[src/rtl/offchip_mem_pkg.sv]
// offchip_mem_pkg: shared latency defaults, channel states and address/mask helpers
package offchip_mem_pkg;
  localparam int RD_LAT_DEF = 2;
  localparam int WR_LAT_DEF = 1;
  typedef enum logic [1:0] {IDLE, RD_WAIT, WR_WAIT} ch_state_e;
  function automatic logic [63:0] wmask(input int unsigned size, input int unsigned dw);
    return (64'd1 << (size < dw ? size : dw)) - 64'd1;
  endfunction
  function automatic logic in_window(input longint unsigned a, input longint unsigned base,
                                     input longint unsigned depth);
    return a >= base && a < base + depth;
  endfunction
endpackage

[src/rtl/mem_channel_port.sv]
// mem_channel_port: per-channel latency counter, read pipeline and completion handshake
module mem_channel_port
  import offchip_mem_pkg::*;
#(
  parameter int DATA_W = 8,
  parameter int RD_LAT = RD_LAT_DEF,
  parameter int WR_LAT = WR_LAT_DEF
) (
  input  logic              clock,
  input  logic              reset,
  input  logic              oe,
  input  logic              we,
  input  logic              in_win,
  input  logic [DATA_W-1:0] rd_word,
  input  logic [DATA_W-1:0] sout_rdata,
  input  logic              sout_rdy,
  output logic [DATA_W-1:0] rdata,
  output logic              data_rdy,
  output logic              wr_commit,
  output logic              err_conflict,
  output logic              err_oob
);
  localparam int MAXL = RD_LAT > WR_LAT ? RD_LAT : WR_LAT;
  localparam int CW = MAXL > 1 ? $clog2(MAXL) : 1;
  ch_state_e st, st_n;
  logic [CW-1:0] cnt, cnt_n, c0;
  logic rd, wr, rd_done, wr_done;
  logic [DATA_W-1:0] model;
  // counter only carries over while the same kind of request stays asserted
  always_comb begin
    rd = oe & ~we & in_win;
    wr = we & ~oe & in_win;
    c0 = ((st == RD_WAIT && rd) || (st == WR_WAIT && wr)) ? cnt : '0;
    rd_done = rd && c0 == CW'(RD_LAT - 1);
    wr_done = wr && c0 == CW'(WR_LAT - 1);
    st_n = (rd && !rd_done) ? RD_WAIT : (wr && !wr_done) ? WR_WAIT : IDLE;
    cnt_n = st_n == IDLE ? '0 : c0 + CW'(1);
    data_rdy = (reset & (rd_done | wr_done)) | sout_rdy;
    rdata = ((reset & rd_done) ? model : '0) | sout_rdata;
    wr_commit = reset & wr_done;
    err_oob = reset & (oe | we) & ~in_win;
  end
  // state, counter and sticky conflict flag
  always_ff @(posedge clock or negedge reset) begin
    if (!reset) begin
      st <= IDLE;
      cnt <= '0;
      err_conflict <= 1'b0;
    end else begin
      st <= st_n;
      cnt <= cnt_n;
      err_conflict <= err_conflict | (oe & we);
    end
  end
  if (RD_LAT == 1) begin : g_comb
    assign model = rd_word;
  end else begin : g_pipe
    logic [DATA_W-1:0] pipe [RD_LAT-1];
    // word sampled in the first read cycle walks to the last stage by completion
    always_ff @(posedge clock or negedge reset) begin
      if (!reset) begin
        for (int k = 0; k < RD_LAT - 1; k++) pipe[k] <= '0;
      end else begin
        pipe[0] <= (rd && c0 == '0) ? rd_word : '0;
        for (int k = 1; k < RD_LAT - 1; k++) pipe[k] <= pipe[k-1];
      end
    end
    assign model = pipe[RD_LAT-2];
  end
endmodule

[config.mk]
export PLATFORM = sky130hd
export DESIGN_NAME = mem_channel_port
export DESIGN_NICKNAME = d
export VERILOG_FILES = /design/src/rtl/offchip_mem_pkg.sv /design/src/rtl/mem_channel_port.sv
export SDC_FILE = /design/constraint.sdc
export NUM_CORES = 1
export LEC_CHECK = 0
export ABC_AREA = 1
export CORE_MARGIN = 2
export CORE_UTILIZATION = 40
export CTS_CLUSTER_DIAMETER = 50
export DETAILED_ROUTE_END_ITERATION = 7
export PLACE_DENSITY = 0.9
export SETUP_SLACK_MARGIN = 0.4
export SYNTH_ARGS = -nofsm -noshare
export SYNTH_HDL_FRONTEND = slang
export SYNTH_SLANG_ARGS = --single-unit
[constraint.sdc]
create_clock -name clock -period 1.6 [get_ports clock]
set_clock_uncertainty 0.1 [all_clocks]
set_input_delay 0.16 -clock clock [delete_from_list [all_inputs] [get_ports clock]]
set_output_delay 0.16 -clock clock [all_outputs]
set_load 0.02 [all_outputs]
==> impl_metrics.toml <==
[logic_synthesis]
muxShareOfSynthArea_pct = 0
synth_compound_area_share_pct = 2.37
synth_xor_area_share_pct = 0
synth-simple-area-share_pct = 33.7
synth_seq_cells = 12
netlist_area_um2 = 634
synth_cells = 83
ys.warnings.count = 0
ys_types = 12
syn_nets = 105
ys_seq_area_share_pct = 47.3
syn_area_per_cell_um2 = 7.64
synth_top_family_by_area = "simple AND/OR/NAND/NOR gates"
yosys.area_share.adder_pct = 0

[global_route]
groute.usage.overall_pct = 21.0
antenna_found_initial = 0
grt_first_pass_wirelength_um = 2870
grt_max_degree = 13
grt_overflow = 0
grt_pass1_vias = 661

[place]
place_hpwl_um = 1320
dpl-instance-area_um2 = 1050
io_buffer_count = 33
gp_congestion = 0.765

[clock_network]
cts_tree = "done"
cts-htree-levels = 1
clock_path_buffers = 2
cts.reportedPaths.clkPinSlew_ps = 80
cts_root_buffer = "clkbuf_4"
clk_latency_ps = 280
cts_made_buffers = 3
cts_sinks = 12

[layout]
fillCellCount = 102
drive_above_1_share_pct = 33.1
stdcell_area_um2 = 1110
diodes = 0
syn_to_final_growth_pct = 74.6
multi_input_area_um2 = 282
regArea_um2 = 300
nets = 153

[sta]
setup_slack_ps = -1.60
period_share_pct = 100
period_minus_slack_ps = 1600
setup-tns-final_ps = -1.60
report.final.setup_viol = 1
relSlewSlack_pct = 73.4
slew_viol_final = 0
rsz0062_at_grt = "yes"
max_freq_mhz = 624
worstMarginPinSlew_ps = 399
hold_viol = 0

[route]
first_pass_iters = 4
ant_nets = 0
drcViolationCount = 0
vias = 685
wirelength_um = 1760
routedWlPerCell_um = 12.0
via_per_inst = 4.69
drt_iter0_drc = 8

[floorplan]
start_util_pct = 42.6
io_pins = 34
die_x_um = 43.8
rows = 14
core_area_um2 = 1490
dieHeight_um = 43.8
die_area_um2 = 1920

[critical_path]
start_kind = "register"
critPathKind = "register to output port"
arrival_ps = 1340
path_max_fanout = 5
cp.required_ps = 1340
endpoint_kind = "output port"

[power]
totalPowerFinal_w = 0.000715
peakVddDrop_mv = 0.526
power.density_nw_per_um2 = 645
p_leak_nw = 0.633

[run_status]
status = "finished with violations"
violations = "negative setup slack"

[hold_path]
hold_class = "primary input to register"

[job]
drv_cap = 0
## critical path, cell delays in order, from the launching register on
cell and delay, ps:
dfrtp_1 350, inv_1 40, nor2_1 110, nand2_2 110, nand2_4 110, nand4_1 90, nand2_1 90, buf_2 160
## synth_stat cells, drive strengths merged
cell    number  area [µm²]
nor2        15        66.3
a211oi       1        7.51
dfrtp       12         300
buf          1        7.51
nand4        8        50.1
nand2       16        82.6
inv         26        97.6
o21bai       1        7.51
nand3        3        15.0
## per-layer routing
layer	part of all wire, %	GRT usage (%)
met5	0	0
met4	2.5	12.1
met3	4.0	2.50
met2	54	34.7
met1	39	26.2
## cell type report
class | count | share of cell area [%]
timing repair buffer | 43 | 33.6
clock buffer | 4 | 3.28
multi-input combinational | 45 | 25.4
sequential | 12 | 27.1
inverter | 26 | 8.81
tap | 16 | 1.81
## state kept, by name (all words and copies together) (netlist names)
register / count
err_conflict: 1
g_pipe.pipe: 8
st: 2
cnt: 1
## power breakdown
group / switching (W) / total (W) / internal (W)
Clock: 0.000101 / 0.000240 / 0.000138
Combinational: 0.0000730 / 0.000159 / 0.0000861
Sequential: 0.00000569 / 0.000316 / 0.000310
## stage by stage
stage	hold slack (ps)	instances	utilization [%]	setup slack, ps
after floorplan	-236	83	-	417
after detailed placement	373	140	70.5	-567
after global placement	367	140	70.5	-549
final	177	146	74.4	-1.60
after global routing	190	146	74.4	-100
after CTS	305	146	74.9	16.9
## path summary, 6_finish.rpt
kind,start,endpoint,slack (ps),cells past startpoint
max,st[1]$_DFF_PN0_,rdata[4],-2,7
min,we,err_conflict$_DFF_PN0_,180,4
max reg2reg,st[1]$_DFF_PN0_,g_pipe.pipe[1]$_DFF_PN0_,300,8
min reg2reg,err_conflict$_DFF_PN0_,err_conflict$_DFF_PN0_,380,1
max in group asynchronous,reset,st[0]$_DFF_PN0_,830,3
min in group asynchronous,reset,st[1]$_DFF_PN0_,400,3
## what timing repair did
item	CTS	global route
resized for setup	75	6
setup buffers	0	0
hold buffers	1	0
gates cloned	1	0
pin swaps	4	1
setup endpoints to repair	23	23
hold endpoints to repair	12	0
## placed cells by master (no fill, tap or decap), types with 2 or more instances in the layout
cell             count
nand3_1              2
nand4_1              8
nor2_1              10
nand2_2              3
buf_6                3
clkdlybuf4s50_1     17
dfrtp_1             12
buf_4               16
dlygate4sd2_1        2
nand2_4              4
clkbuf_2             3
clkbuf_4             3
nand2_1              9
nor2_2               4
inv_1               25
## logic make-up after synthesis
logic type	Yosys count
flops	12
compound gates	2
buf+inv	27
simple gates	42
(Power assumes the default switching activity.)
